## src/rtl/act_buf_pingpong_ctrl_if.sv

```systemverilog
// ---------------------------------------------------------------------------
// act_buf_pingpong_ctrl_if
//   Bundles the writer, PE and BRAM-side signals of the activation-buffer
//   ping-pong controller.
//
//   master : the clients (activation writer + PE). Drives requests, local
//            addresses, enables, done pulses and the SyncSig ack.
//   slave  : the controller. Drives grant, SyncSig valid/id, the physical
//            BRAM address/enable signals, full_count and the error flags.
// ---------------------------------------------------------------------------
interface act_buf_pingpong_ctrl_if #(
  parameter int AWIDTH = 11,
  parameter int LWIDTH = 10
);

  // Writer side
  logic              wr_req;
  logic              wr_grant;
  logic              wr_done;
  logic [LWIDTH-1:0] wr_addr;
  logic              wr_ce;
  logic              wr_we;

  // BRAM write port
  logic [AWIDTH-1:0] ActBuf_Data_V_address1;
  logic              ActBuf_Data_V_ce1;
  logic              ActBuf_Data_V_we1;

  // Bank-ready handshake to the PE
  logic              SyncSig_V;
  logic              SyncSig_V_ap_vld;
  logic              SyncSig_V_ap_ack;

  // PE side
  logic [LWIDTH-1:0] rd_addr;
  logic              rd_ce;
  logic              rd_done;

  // BRAM read port
  logic [AWIDTH-1:0] ActBuf_Data_V_address0;
  logic              ActBuf_Data_V_ce0;

  // Status
  logic [1:0]        full_count;
  logic              err_proto;
  logic              err_range;

  modport master (
    output wr_req, wr_done, wr_addr, wr_ce, wr_we,
    output SyncSig_V_ap_ack, rd_addr, rd_ce, rd_done,
    input  wr_grant, ActBuf_Data_V_address1, ActBuf_Data_V_ce1, ActBuf_Data_V_we1,
    input  SyncSig_V, SyncSig_V_ap_vld, ActBuf_Data_V_address0, ActBuf_Data_V_ce0,
    input  full_count, err_proto, err_range
  );

  modport slave (
    input  wr_req, wr_done, wr_addr, wr_ce, wr_we,
    input  SyncSig_V_ap_ack, rd_addr, rd_ce, rd_done,
    output wr_grant, ActBuf_Data_V_address1, ActBuf_Data_V_ce1, ActBuf_Data_V_we1,
    output SyncSig_V, SyncSig_V_ap_vld, ActBuf_Data_V_address0, ActBuf_Data_V_ce0,
    output full_count, err_proto, err_range
  );

endinterface

```

## src/rtl/act_buf_pingpong_ctrl.sv

```systemverilog
// ---------------------------------------------------------------------------
// act_buf_pingpong_ctrl
//   Ping-pong scheduler for the activation-buffer BRAM. The BRAM is split into
//   two banks of BANK_DEPTH words. The writer is granted an EMPTY bank, each
//   filled bank is announced to the PE over the SyncSig valid/ack handshake,
//   and a bank returns to EMPTY once the PE reports it drained. Local
//   addresses are translated to physical addresses and out-of-range or
//   out-of-phase accesses are gated off.
//
//   ap_clk : clock, rising edge
//   ap_rst : asynchronous reset, active-high
//   bus    : slave side of act_buf_pingpong_ctrl_if (writer, PE, BRAM ports,
//            full_count, sticky err_proto / err_range)
// ---------------------------------------------------------------------------
module act_buf_pingpong_ctrl #(
  parameter int DWIDTH     = 32,
  parameter int AWIDTH     = 11,
  parameter int BANK_DEPTH = 768,
  parameter int LWIDTH     = 10
) (
  input  logic                    ap_clk,
  input  logic                    ap_rst,
  act_buf_pingpong_ctrl_if.slave  bus
);

  // Elaboration-time guard on the geometry parameters.
  if (DWIDTH < 1 || 2 * BANK_DEPTH > 2 ** AWIDTH || BANK_DEPTH > 2 ** LWIDTH) begin : gParamCheck
    $error("act_buf_pingpong_ctrl: illegal DWIDTH/AWIDTH/BANK_DEPTH/LWIDTH combination");
  end

  typedef enum logic [1:0] {B_EMPTY, B_FILLING, B_FULL, B_DRAINING} bankState_e;
  typedef enum logic       {W_IDLE, W_FILL}                          wrState_e;
  typedef enum logic [1:0] {R_IDLE, R_SYNC, R_DRAIN}                 rdState_e;

  // One extra bit so a full-scale local address compares correctly.
  localparam logic [LWIDTH:0]   DEPTH_LOCAL = (LWIDTH + 1)'(BANK_DEPTH);
  localparam logic [AWIDTH-1:0] BANK1_BASE  = AWIDTH'(BANK_DEPTH);

  wrState_e   wrState, wrStateNext;
  rdState_e   rdState, rdStateNext;
  bankState_e bankState [2];
  bankState_e bankNext  [2];
  logic       wbank, rbank;
  logic       wrGrant;
  logic [1:0] fullCount, fullCountNext;
  logic       errProto, errRange;

  // -------------------------------------------------------------------------
  // Event decode, all from registered state
  // -------------------------------------------------------------------------
  logic wrStart, wrFinish, rdAnnounce, rdAccept, rdFinish;
  logic protoErr, wrOutOfRange, rdOutOfRange;

  assign wrStart    = (wrState == W_IDLE) && bus.wr_req && (bankState[wbank] == B_EMPTY);
  assign wrFinish   = (wrState == W_FILL) && bus.wr_done;
  assign rdAnnounce = (rdState == R_IDLE) && (bankState[rbank] == B_FULL);
  assign rdAccept   = (rdState == R_SYNC) && bus.SyncSig_V_ap_ack;
  assign rdFinish   = (rdState == R_DRAIN) && bus.rd_done;

  // Out-of-phase pulses are dropped; they only raise the sticky flag.
  assign protoErr = (bus.wr_done && (wrState != W_FILL))
                 || (bus.rd_done && (rdState != R_DRAIN))
                 || (bus.SyncSig_V_ap_ack && (rdState != R_SYNC));

  assign wrOutOfRange = bus.wr_ce && ({1'b0, bus.wr_addr} >= DEPTH_LOCAL);
  assign rdOutOfRange = bus.rd_ce && ({1'b0, bus.rd_addr} >= DEPTH_LOCAL);

  // -------------------------------------------------------------------------
  // State registers
  // -------------------------------------------------------------------------
  // NOTE: sequential state uses non-blocking assignments so every flop
  // samples pre-edge values, independent of process ordering.
  always_ff @(posedge ap_clk or posedge ap_rst) begin
    if (ap_rst) begin
      wrState <= W_IDLE;
      rdState <= R_IDLE;
    end else begin
      wrState <= wrStateNext;
      rdState <= rdStateNext;
    end
  end

  always_ff @(posedge ap_clk or posedge ap_rst) begin
    if (ap_rst) begin
      bankState[0] <= B_EMPTY;
      bankState[1] <= B_EMPTY;
      fullCount    <= 2'd0;
      wbank        <= 1'b0;
      rbank        <= 1'b0;
      wrGrant      <= 1'b0;
      errProto     <= 1'b0;
      errRange     <= 1'b0;
    end else begin
      bankState[0] <= bankNext[0];
      bankState[1] <= bankNext[1];
      fullCount    <= fullCountNext;
      wrGrant      <= wrStart;
      if (wrFinish) wbank <= ~wbank;
      if (rdFinish) rbank <= ~rbank;
      if (protoErr) errProto <= 1'b1;
      if (wrOutOfRange || rdOutOfRange) errRange <= 1'b1;
    end
  end

  // -------------------------------------------------------------------------
  // Next-state logic
  // -------------------------------------------------------------------------
  // NOTE: every always_comb output gets a default first, so no path can
  // leave a signal unassigned and infer a latch.
  always_comb begin
    wrStateNext = wrState;
    unique case (wrState)
      W_IDLE: if (wrStart)  wrStateNext = W_FILL;
      W_FILL: if (wrFinish) wrStateNext = W_IDLE;
      default:              wrStateNext = W_IDLE;
    endcase
  end

  always_comb begin
    rdStateNext = rdState;
    unique case (rdState)
      R_IDLE:  if (rdAnnounce) rdStateNext = R_SYNC;
      R_SYNC:  if (rdAccept)   rdStateNext = R_DRAIN;
      R_DRAIN: if (rdFinish)   rdStateNext = R_IDLE;
      default:                 rdStateNext = R_IDLE;
    endcase
  end

  // Writer and reader events always target banks in different states, so
  // they never collide on one entry and can both apply in the same cycle.
  always_comb begin
    bankNext[0] = bankState[0];
    bankNext[1] = bankState[1];
    if (wrStart)  bankNext[wbank] = B_FILLING;
    if (wrFinish) bankNext[wbank] = B_FULL;
    if (rdAccept) bankNext[rbank] = B_DRAINING;
    if (rdFinish) bankNext[rbank] = B_EMPTY;
    fullCountNext = 2'((bankNext[0] == B_FULL) || (bankNext[0] == B_DRAINING))
                  + 2'((bankNext[1] == B_FULL) || (bankNext[1] == B_DRAINING));
  end

  // -------------------------------------------------------------------------
  // Outputs
  // -------------------------------------------------------------------------
  // vld and SyncSig_V derive from the reader state, so an asynchronous reset
  // drops them immediately, mid-handshake included.
  always_comb begin
    bus.wr_grant               = wrGrant;
    bus.ActBuf_Data_V_ce1      = (wrState == W_FILL) && bus.wr_ce && !wrOutOfRange;
    bus.ActBuf_Data_V_we1      = (wrState == W_FILL) && bus.wr_we && !wrOutOfRange;
    bus.ActBuf_Data_V_address1 = wbank ? BANK1_BASE + AWIDTH'(bus.wr_addr)
                                       : AWIDTH'(bus.wr_addr);
    bus.SyncSig_V_ap_vld       = (rdState == R_SYNC);
    bus.SyncSig_V              = (rdState == R_SYNC) && rbank;
    bus.ActBuf_Data_V_ce0      = (rdState == R_DRAIN) && bus.rd_ce && !rdOutOfRange;
    bus.ActBuf_Data_V_address0 = rbank ? BANK1_BASE + AWIDTH'(bus.rd_addr)
                                       : AWIDTH'(bus.rd_addr);
    bus.full_count             = fullCount;
    bus.err_proto              = errProto;
    bus.err_range              = errRange;
  end

endmodule

```

## src/flat_wrapper.sv

```systemverilog
// flat-port wrapper written by rule: the top's interface ports become plain ports
module act_buf_pingpong_ctrl_flat 
#(
  parameter int DWIDTH     = 32,
  parameter int AWIDTH     = 11,
  parameter int BANK_DEPTH = 768,
  parameter int LWIDTH     = 10
)
  (ap_clk, ap_rst, bus_wr_req, bus_wr_done, bus_wr_addr, bus_wr_ce, bus_wr_we, bus_SyncSig_V_ap_ack, bus_rd_addr, bus_rd_ce, bus_rd_done, bus_wr_grant, bus_ActBuf_Data_V_address1, bus_ActBuf_Data_V_ce1, bus_ActBuf_Data_V_we1, bus_SyncSig_V, bus_SyncSig_V_ap_vld, bus_ActBuf_Data_V_address0, bus_ActBuf_Data_V_ce0, bus_full_count, bus_err_proto, bus_err_range);
  act_buf_pingpong_ctrl_if #(.AWIDTH(AWIDTH), .LWIDTH(LWIDTH)) bus_i ();
  input  logic ap_clk;
  input  logic ap_rst;
  input wire logic [$bits(bus_i.wr_req)-1:0] bus_wr_req;
  input wire logic [$bits(bus_i.wr_done)-1:0] bus_wr_done;
  input wire logic [$bits(bus_i.wr_addr)-1:0] bus_wr_addr;
  input wire logic [$bits(bus_i.wr_ce)-1:0] bus_wr_ce;
  input wire logic [$bits(bus_i.wr_we)-1:0] bus_wr_we;
  input wire logic [$bits(bus_i.SyncSig_V_ap_ack)-1:0] bus_SyncSig_V_ap_ack;
  input wire logic [$bits(bus_i.rd_addr)-1:0] bus_rd_addr;
  input wire logic [$bits(bus_i.rd_ce)-1:0] bus_rd_ce;
  input wire logic [$bits(bus_i.rd_done)-1:0] bus_rd_done;
  output wire logic [$bits(bus_i.wr_grant)-1:0] bus_wr_grant;
  output wire logic [$bits(bus_i.ActBuf_Data_V_address1)-1:0] bus_ActBuf_Data_V_address1;
  output wire logic [$bits(bus_i.ActBuf_Data_V_ce1)-1:0] bus_ActBuf_Data_V_ce1;
  output wire logic [$bits(bus_i.ActBuf_Data_V_we1)-1:0] bus_ActBuf_Data_V_we1;
  output wire logic [$bits(bus_i.SyncSig_V)-1:0] bus_SyncSig_V;
  output wire logic [$bits(bus_i.SyncSig_V_ap_vld)-1:0] bus_SyncSig_V_ap_vld;
  output wire logic [$bits(bus_i.ActBuf_Data_V_address0)-1:0] bus_ActBuf_Data_V_address0;
  output wire logic [$bits(bus_i.ActBuf_Data_V_ce0)-1:0] bus_ActBuf_Data_V_ce0;
  output wire logic [$bits(bus_i.full_count)-1:0] bus_full_count;
  output wire logic [$bits(bus_i.err_proto)-1:0] bus_err_proto;
  output wire logic [$bits(bus_i.err_range)-1:0] bus_err_range;
  assign bus_i.wr_req = bus_wr_req;
  assign bus_i.wr_done = bus_wr_done;
  assign bus_i.wr_addr = bus_wr_addr;
  assign bus_i.wr_ce = bus_wr_ce;
  assign bus_i.wr_we = bus_wr_we;
  assign bus_i.SyncSig_V_ap_ack = bus_SyncSig_V_ap_ack;
  assign bus_i.rd_addr = bus_rd_addr;
  assign bus_i.rd_ce = bus_rd_ce;
  assign bus_i.rd_done = bus_rd_done;
  assign bus_wr_grant = bus_i.wr_grant;
  assign bus_ActBuf_Data_V_address1 = bus_i.ActBuf_Data_V_address1;
  assign bus_ActBuf_Data_V_ce1 = bus_i.ActBuf_Data_V_ce1;
  assign bus_ActBuf_Data_V_we1 = bus_i.ActBuf_Data_V_we1;
  assign bus_SyncSig_V = bus_i.SyncSig_V;
  assign bus_SyncSig_V_ap_vld = bus_i.SyncSig_V_ap_vld;
  assign bus_ActBuf_Data_V_address0 = bus_i.ActBuf_Data_V_address0;
  assign bus_ActBuf_Data_V_ce0 = bus_i.ActBuf_Data_V_ce0;
  assign bus_full_count = bus_i.full_count;
  assign bus_err_proto = bus_i.err_proto;
  assign bus_err_range = bus_i.err_range;
  act_buf_pingpong_ctrl #(.DWIDTH(DWIDTH), .AWIDTH(AWIDTH), .BANK_DEPTH(BANK_DEPTH), .LWIDTH(LWIDTH)) u_core (.ap_clk(ap_clk), .ap_rst(ap_rst), .bus(bus_i));
endmodule
```

## config.mk

```make
export PLATFORM = sky130hd
export DESIGN_NAME = act_buf_pingpong_ctrl_flat
export DESIGN_NICKNAME = d
export VERILOG_FILES = /design/src/rtl/act_buf_pingpong_ctrl_if.sv /design/src/rtl/act_buf_pingpong_ctrl.sv /design/src/flat_wrapper.sv
export SDC_FILE = /design/constraint.sdc
export NUM_CORES = 1
export LEC_CHECK = 0
export ABC_AREA = 1
export CAP_MARGIN = 10
export CORE_MARGIN = 10
export CORE_UTILIZATION = 38
export DETAILED_ROUTE_END_ITERATION = 16
export PLACE_DENSITY_LB_ADDON = 0.12
export SLEW_MARGIN = 0
export SYNTH_ARGS = -nofsm -noshare
export SYNTH_HDL_FRONTEND = slang
export SYNTH_SLANG_ARGS = --single-unit
export TNS_END_PERCENT = 1
```

## constraint.sdc

```tcl
create_clock -name ap_clk -period 2.37 [get_ports ap_clk]
set_input_delay 0.474 -clock ap_clk [delete_from_list [all_inputs] [get_ports ap_clk]]
set_output_delay 0.474 -clock ap_clk [all_outputs]
set_load 0.02 [all_outputs]
```

==> results of run 1 <==
==> cell families after synthesis <==
logic type / after synthesis
buffers and inverters: 37
AOI/OAI and AO/OA: 15
xor gates and xnor gates: 2
and+or+nand+nor: 42
adders and majority gates: 5
DFF: 14
==> worst paths after layout <==
kind                                                           end  slack [ps]                             start  depth (start not counted)
min in group asynchronous         u_core.bus.err_range$_DFFE_PP0P_         530                            ap_rst                          2
worst max-delay path                 bus_ActBuf_Data_V_address0[8]          60                    bus_rd_addr[8]                          4
worst max register to register  u_core.bus.full_count[0]$_DFF_PP0_         910     u_core.rdState[0]$_DFFE_PP0P_                          5
worst min-delay path              u_core.bus.err_range$_DFFE_PP0P_         470  u_core.bus.err_range$_DFFE_PP0P_                          2
max in group asynchronous       u_core.bus.full_count[0]$_DFF_PP0_        1480                            ap_rst                          2
worst min register to register    u_core.bus.err_range$_DFFE_PP0P_         470  u_core.bus.err_range$_DFFE_PP0P_                          2
==> metrics by stage <==
stage / cell area [um^2] / total power [mW]
6_report: 1170 / 1.22
5_1_grt: 1170 / 1.34
4_1_cts: 1160 / 1.24
3_5_place_dp: 1150 / 1.13
3_3_place_gp: 1150 / 1.13
2_1_floorplan: 918 / 0.874
==> cells in the final DEF (no fill, tap or decap), types with 2 or more instances in the layout <==
cell type,synthesis,routed
a21oi_1,4,4
a31oi_1,2,2
buf_4,16,5
clkbuf_4,0,3
clkdlybuf4s50_1,0,20
dfrtp_1,14,14
dlygate4sd2_1,0,7
ha_1,5,5
inv_1,20,20
nand2_1,18,18
nand2_2,2,2
nand3_1,7,7
nor2_1,10,10
nor2_2,2,2
o21ai_0,4,4
xor2_1,2,2
==> power by group <==
group | switching, mW | internal [mW]
clock | 0.0760 | 0.0589
combinational | 0.392 | 0.282
sequential | 0.0807 | 0.334
total | 0.549 | 0.675
==> state kept, by name, summed over array words and instances, names as in the netlist <==
name / flops
u_core.bankState: 4
u_core.bus.err_proto: 1
u_core.bus.err_range: 1
u_core.bus.full_count: 2
u_core.bus.wr_grant: 1
u_core.rbank: 1
u_core.rdState: 2
u_core.wbank: 1
u_core.wrState: 1
==> worst reg2reg max path, cell delays in order, from the launching register on <==
cell	delay, ps
dfrtp_1	430
nor2_2	230
nand2_2	110
nor2_1	210
a31oi_1	70
ha_1	290
==> what timing repair did <==
action                     in CTS  in global routing
resized for setup               7                  1
pin swaps                       0                  0
setup endpoints to repair       7                  1
==> routing by layer <==
| metal | up-vias | share of wire | track usage |
|---|---|---|---|
| met5 | - | 0 | 0 |
| met4 | 0 | 0.020 | 0.0421 |
| met3 | 7 | 0.085 | 0.0357 |
| met2 | 32 | 0.44 | 0.137 |
| met1 | 331 | 0.46 | 0.109 |
| li1 | 383 | - | - |
==> cell type report <==
class / instances / area [um^2]
fillers: 243 / 1090
inverters: 21 / 78.8
flip-flops and latches: 14 / 350
clock buffers: 3 / 22.5
multi-input cells: 64 / 369
repair buffers: 33 / 312
well taps: 28 / 35.0
==> flow_summary.ini, run 1 <==
[logic_synthesis]
yosysMostFrequentCell = inv_1
synth_top_area_frac = 0.381
synth_commonest_cells = inv_1 (20), nand2_1 (18), buf_4 (16), dfrtp_1 (14), nor2_1 (10)
netlist_area_um2 = 918
synthXorXnorAreaFrac = 0.0191
synth_fa_ha_area_frac = 0.0681
yosys.area_share.simple = 0.211
ys_ff_latch = 14
synth_edf_count = 0
synth_top_family_by_area = buffers and inverters
synth_nets = 149
yosysUniqueCellTypes = 22
muxShareOfSynthArea = 0
synthTopCellsByArea = dfrtp_1 (38%), buf_4 (13%), inv_1 (8.2%), nand2_1 (7.4%), ha_1 (6.8%)
synth_area_leader_cell = dfrtp_1
ys_warn_count = 0
async_flop_share = 1.00
synthCells = 115
synth_seq_area_share = 0.381
synth_compound_area_frac = 0.104
synth_ff_type = dfrtp_1
synth_area_per_cell_um2 = 7.99

[timing]
fin_ws_ps = 57.4
finalSetupViolations = 0
max_freq_mhz = 432
hold_viol_final = 0
fin_crit_sh = 0.976
min_period_ps = 2310
hold_ws_ps = 468
drv_slew = 0
slew_headroom = 0.643
fin_worst_skew_ps = 4.34
tns_ps = 0
rsz0062_at_grt = false
worst_slew_pin_slew_ps = 535

[critical_path]
max_stage_delay_ps = 620
cp-end-kind = output port
critPathArrivalTime_ps = 1840
start_kind = primary input
cp.required_ps = 1900
cp_slowest_cell = clkdlybuf4s50_1
path_delay_family = buffers and inverters
critPathMaxFanout = 2
path_class = in2out
cp_common_cell = clkdlybuf4s50_1
crit_chain = clkdlybuf4s50_1 -> buf_4 -> xor2_1 -> clkdlybuf4s50_1
cp_num_buf_inv = 3

[clock_tree]
h-tree-depth = 1
cts.path.max_buffers = 2
hold_buffers = 0
clkSlewWorstSetupHoldPaths_ps = 80
insertion_delay_ps = 280
clkSinkCount = 14
cts_buffers = 3
postCtsSetupRepairBufs = 0
root_buffer = clkbuf_4
cts_tree = built

[global_routing]
grt.overflow.total = 0
grt_usage = 0.0907
grt_pass1_vias = 737
grt_max_degree = 15
antenna_found_initial = 0
grt_pass1_wl_um = 3680

[layout]
n_antenna_cell = 0
layout-drive-gt1-share = 0.126
num-nets-final = 171
finalNonFillerCells = 163
final_core_util = 0.518
syn2layout_area_growth_pct = 27.1

[power]
power_leakage_nw = 0.622
powerDensity_mw_per_mm2 = 1050
ir_drop_mv = 0.514

[drt]
routedWlPerCell_um = 13.3
ant_nets = 0
first_pass_iters = 4
drtIter0Drc = 16
vias = 753
route.detailed.vias_per_inst = 4.62
postRouteWirelength_um = 2170
drc = 0

[placement]
dp_hpwl_um = 1850
dpl_worst_slack_ps = -234
gp_congestion = 0.816
io_buffers = 28
dpl.cell_count = 160

[floorplan]
io_pins = 61
initial_core_util = 0.407
num_rows = 17
die_w_um = 69.2
coreArea_mm2 = 0.00225
fp.dieH_um = 69.2
dieArea_mm2 = 0.00478

[hold_path]
hold_path.class = reg2reg

[run_status]
status = finished, final reports clean

[job]
maxCapViolCount = 0
No activity file was read; power rests on OpenSTA's default activity.
==> run 2: changes to the inputs <==
==> constraint.sdc (replaced) <==
create_clock -name ap_clk -period 2.37 [get_ports ap_clk]
set_input_delay 0.711 -clock ap_clk [delete_from_list [all_inputs] [get_ports ap_clk]]
set_output_delay 0.711 -clock ap_clk [all_outputs]
set_load 0.02 [all_outputs]
==> run 2 against run 1 <==
Clock power about the same; highest routed layer unchanged; sequential share of layout area up 0.33 points; final area down 0.75%; worst setup slack better by 13 ps; die area unchanged; flip-flop and latch count unchanged; register-to-register slack worse by 20 ps; count of clock-buffer cells in the layout unchanged; critical path type unchanged; fmax up 0.56%; critical path depth up 1; critical endpoint is now bus_ActBuf_Data_V_ce0; clock skew about the same; core utilization down 0.39 points.
==> flow_summary.ini, run 2 (synthesis gave the netlist of run 1 again) <==
[run_status]
status = finished, final reports clean

[global_routing]
grt_pass1_vias = 748
use_met3 = 0.0300
grt_max_degree = 15
met2_usage = 0.133
grt_usage = 0.0883
grt_util_met1 = 0.109
grt_pass1_wl_um = 3590
antenna_found_initial = 0
busiest_layer = met2
grt.overflow.total = 0

[clock_tree]
insertion_delay_ps = 280
cts_tree = built
clkSlewWorstSetupHoldPaths_ps = 80
clkSinkCount = 14
h-tree-depth = 1
postCtsSetupRepairBufs = 0
root_buffer = clkbuf_4
cts.path.max_buffers = 2
cts_buffers = 3

[critical_path]
crit_start = bus_rd_addr[8]
timing.rr.end = u_core.bus.full_count[0]$_DFF_PP0_
cp-endpoint = bus_ActBuf_Data_V_ce0
start_kind = primary input
critPathArrivalTime_ps = 1590
cp-end-kind = output port
critPathMaxFanout = 2
r2r_cells = 6
r2r_start = u_core.rdState[0]$_DFFE_PP0P_
cp.required_ps = 1660
rrSetupSlack_ps = 890
path_class = in2out

[floorplan]
die_w_um = 69.2
io_pins = 61
num_rows = 17
dieArea_mm2 = 0.00478
coreArea_mm2 = 0.00225
initial_core_util = 0.407
fp.dieH_um = 69.2

[timing]
fin_worst_skew_ps = 4.09
rsz0062_at_grt = false
finalSetupViolations = 0
drv_slew = 0
min_period_ps = 2300
max_freq_mhz = 435
fin_crit_sh = 0.970
hold_viol_final = 0
slew_headroom = 0.648
worst_slew_pin_slew_ps = 527

[layout]
n_antenna_cell = 0
top_register = u_core.bankState
final_cell_area_mm2 = 0.00116
final_cell_mix = inv_1 (20), nand2_1 (18), clkdlybuf4s50_1 (14)
final_common_cell = inv_1
nFillCells = 234
syn2layout_area_growth_pct = 26.2
num-nets-final = 172
largest_register_ffs = 4
layout-drive-gt1-share = 0.184

[drt]
first_pass_iters = 4
vias = 770
ant_nets = 0
drc = 0
routedWlPerCell_um = 13.3
postRouteWirelength_um = 2170
drtIter0Drc = 16
route.detailed.vias_per_inst = 4.70

[placement]
io_buffers = 28
gp_congestion = 0.807
postPlaceCellArea_mm2 = 0.00116
dp_hpwl_um = 1850

[power]
total_power_mw = 1.22
powerDensity_mw_per_mm2 = 1050
ir_drop_mv = 0.519
power_leakage_nw = 0.624

[hold_path]
hold_depth = 2
hold_path.class = reg2reg

[job]
maxCapViolCount = 0
run 2: cell types whose count changed in the layout (fill, tap and decap cells not counted):
cell             before  now
buf_4                 5    8
buf_2                 0    3
o21ai_1               0    2
dlygate4sd2_1         7    6
dfrtp_2               0    1
clkdlybuf4s50_1      20   14
clkdlybuf4s15_1       0    1
dfrtp_1              14   13
o21ai_0               4    2
clkdlybuf4s15_2       0    1
run 2: routing by layer:
layer,share of wire,up-vias
met5,0,-
met3,0.072,6
li1,-,388
met2,0.44,31
met1,0.47,345
met4,0.012,0
run 2: repair_timing:
action	4_1_cts	5_1_grt
setup endpoints to repair	9	5
hold buffers	0	0
gates resized for setup	34	5
pin swaps	2	0
run 2: worst max-delay path: stages:
cell,delay [ps]
dlygate4sd2_1,240
buf_4,140
ha_1,200
a21oi_1,140
buf_4,160
run 2: power by group:
part	internal, mW	leakage [nW]	switching (mW)	total (mW)
logic	0.279	0.451	0.390	0.669
registers	0.336	0.159	0.0847	0.421
clock network	0.0589	0.0138	0.0735	0.132
total	0.673	0.624	0.548	1.22
run 2: metrics by stage:
stage / instances / setup slack [ps] / hold WS [ps] / util / setup TNS, ps
finish: 164 / 70.3 / 471 / 0.514 / 0
floorplan: 115 / 160 / 493 / - / 0
global placement: 161 / -646 / 443 / 0.514 / -4710
global route: 164 / 5.36 / 530 / 0.514 / 0
detailed placement: 161 / -687 / 456 / 0.514 / -4860
CTS: 164 / 10.9 / 476 / 0.514 / 0
run 2: layout make-up:
class | count | area (um^2) | area share
Clock buffer | 3 | 22.5 | 0.0194
Inverter | 21 | 78.8 | 0.0680
Multi-Input combinational cell | 64 | 369 | 0.319
Sequential cell | 14 | 352 | 0.303
Tap cell | 28 | 35.0 | 0.0302
Timing Repair Buffer | 34 | 302 | 0.260
run 2: worst min-delay path by stage:
stage | slack (ps) | endpoint | from
after global routing | 530 | u_core.bus.err_range$_DFFE_PP0P_ | u_core.bus.err_range$_DFFE_PP0P_
after global placement | 440 | u_core.bus.err_range$_DFFE_PP0P_ | u_core.bus.err_range$_DFFE_PP0P_
after floorplan | 490 | u_core.bankState[3]$_DFF_PP0_ | u_core.bankState[3]$_DFF_PP0_
after CTS | 480 | u_core.bus.err_range$_DFFE_PP0P_ | u_core.bus.err_range$_DFFE_PP0P_
final | 470 | u_core.bus.err_range$_DFFE_PP0P_ | u_core.bus.err_range$_DFFE_PP0P_
after detailed placement | 460 | u_core.bus.err_range$_DFFE_PP0P_ | u_core.bus.err_range$_DFFE_PP0P_
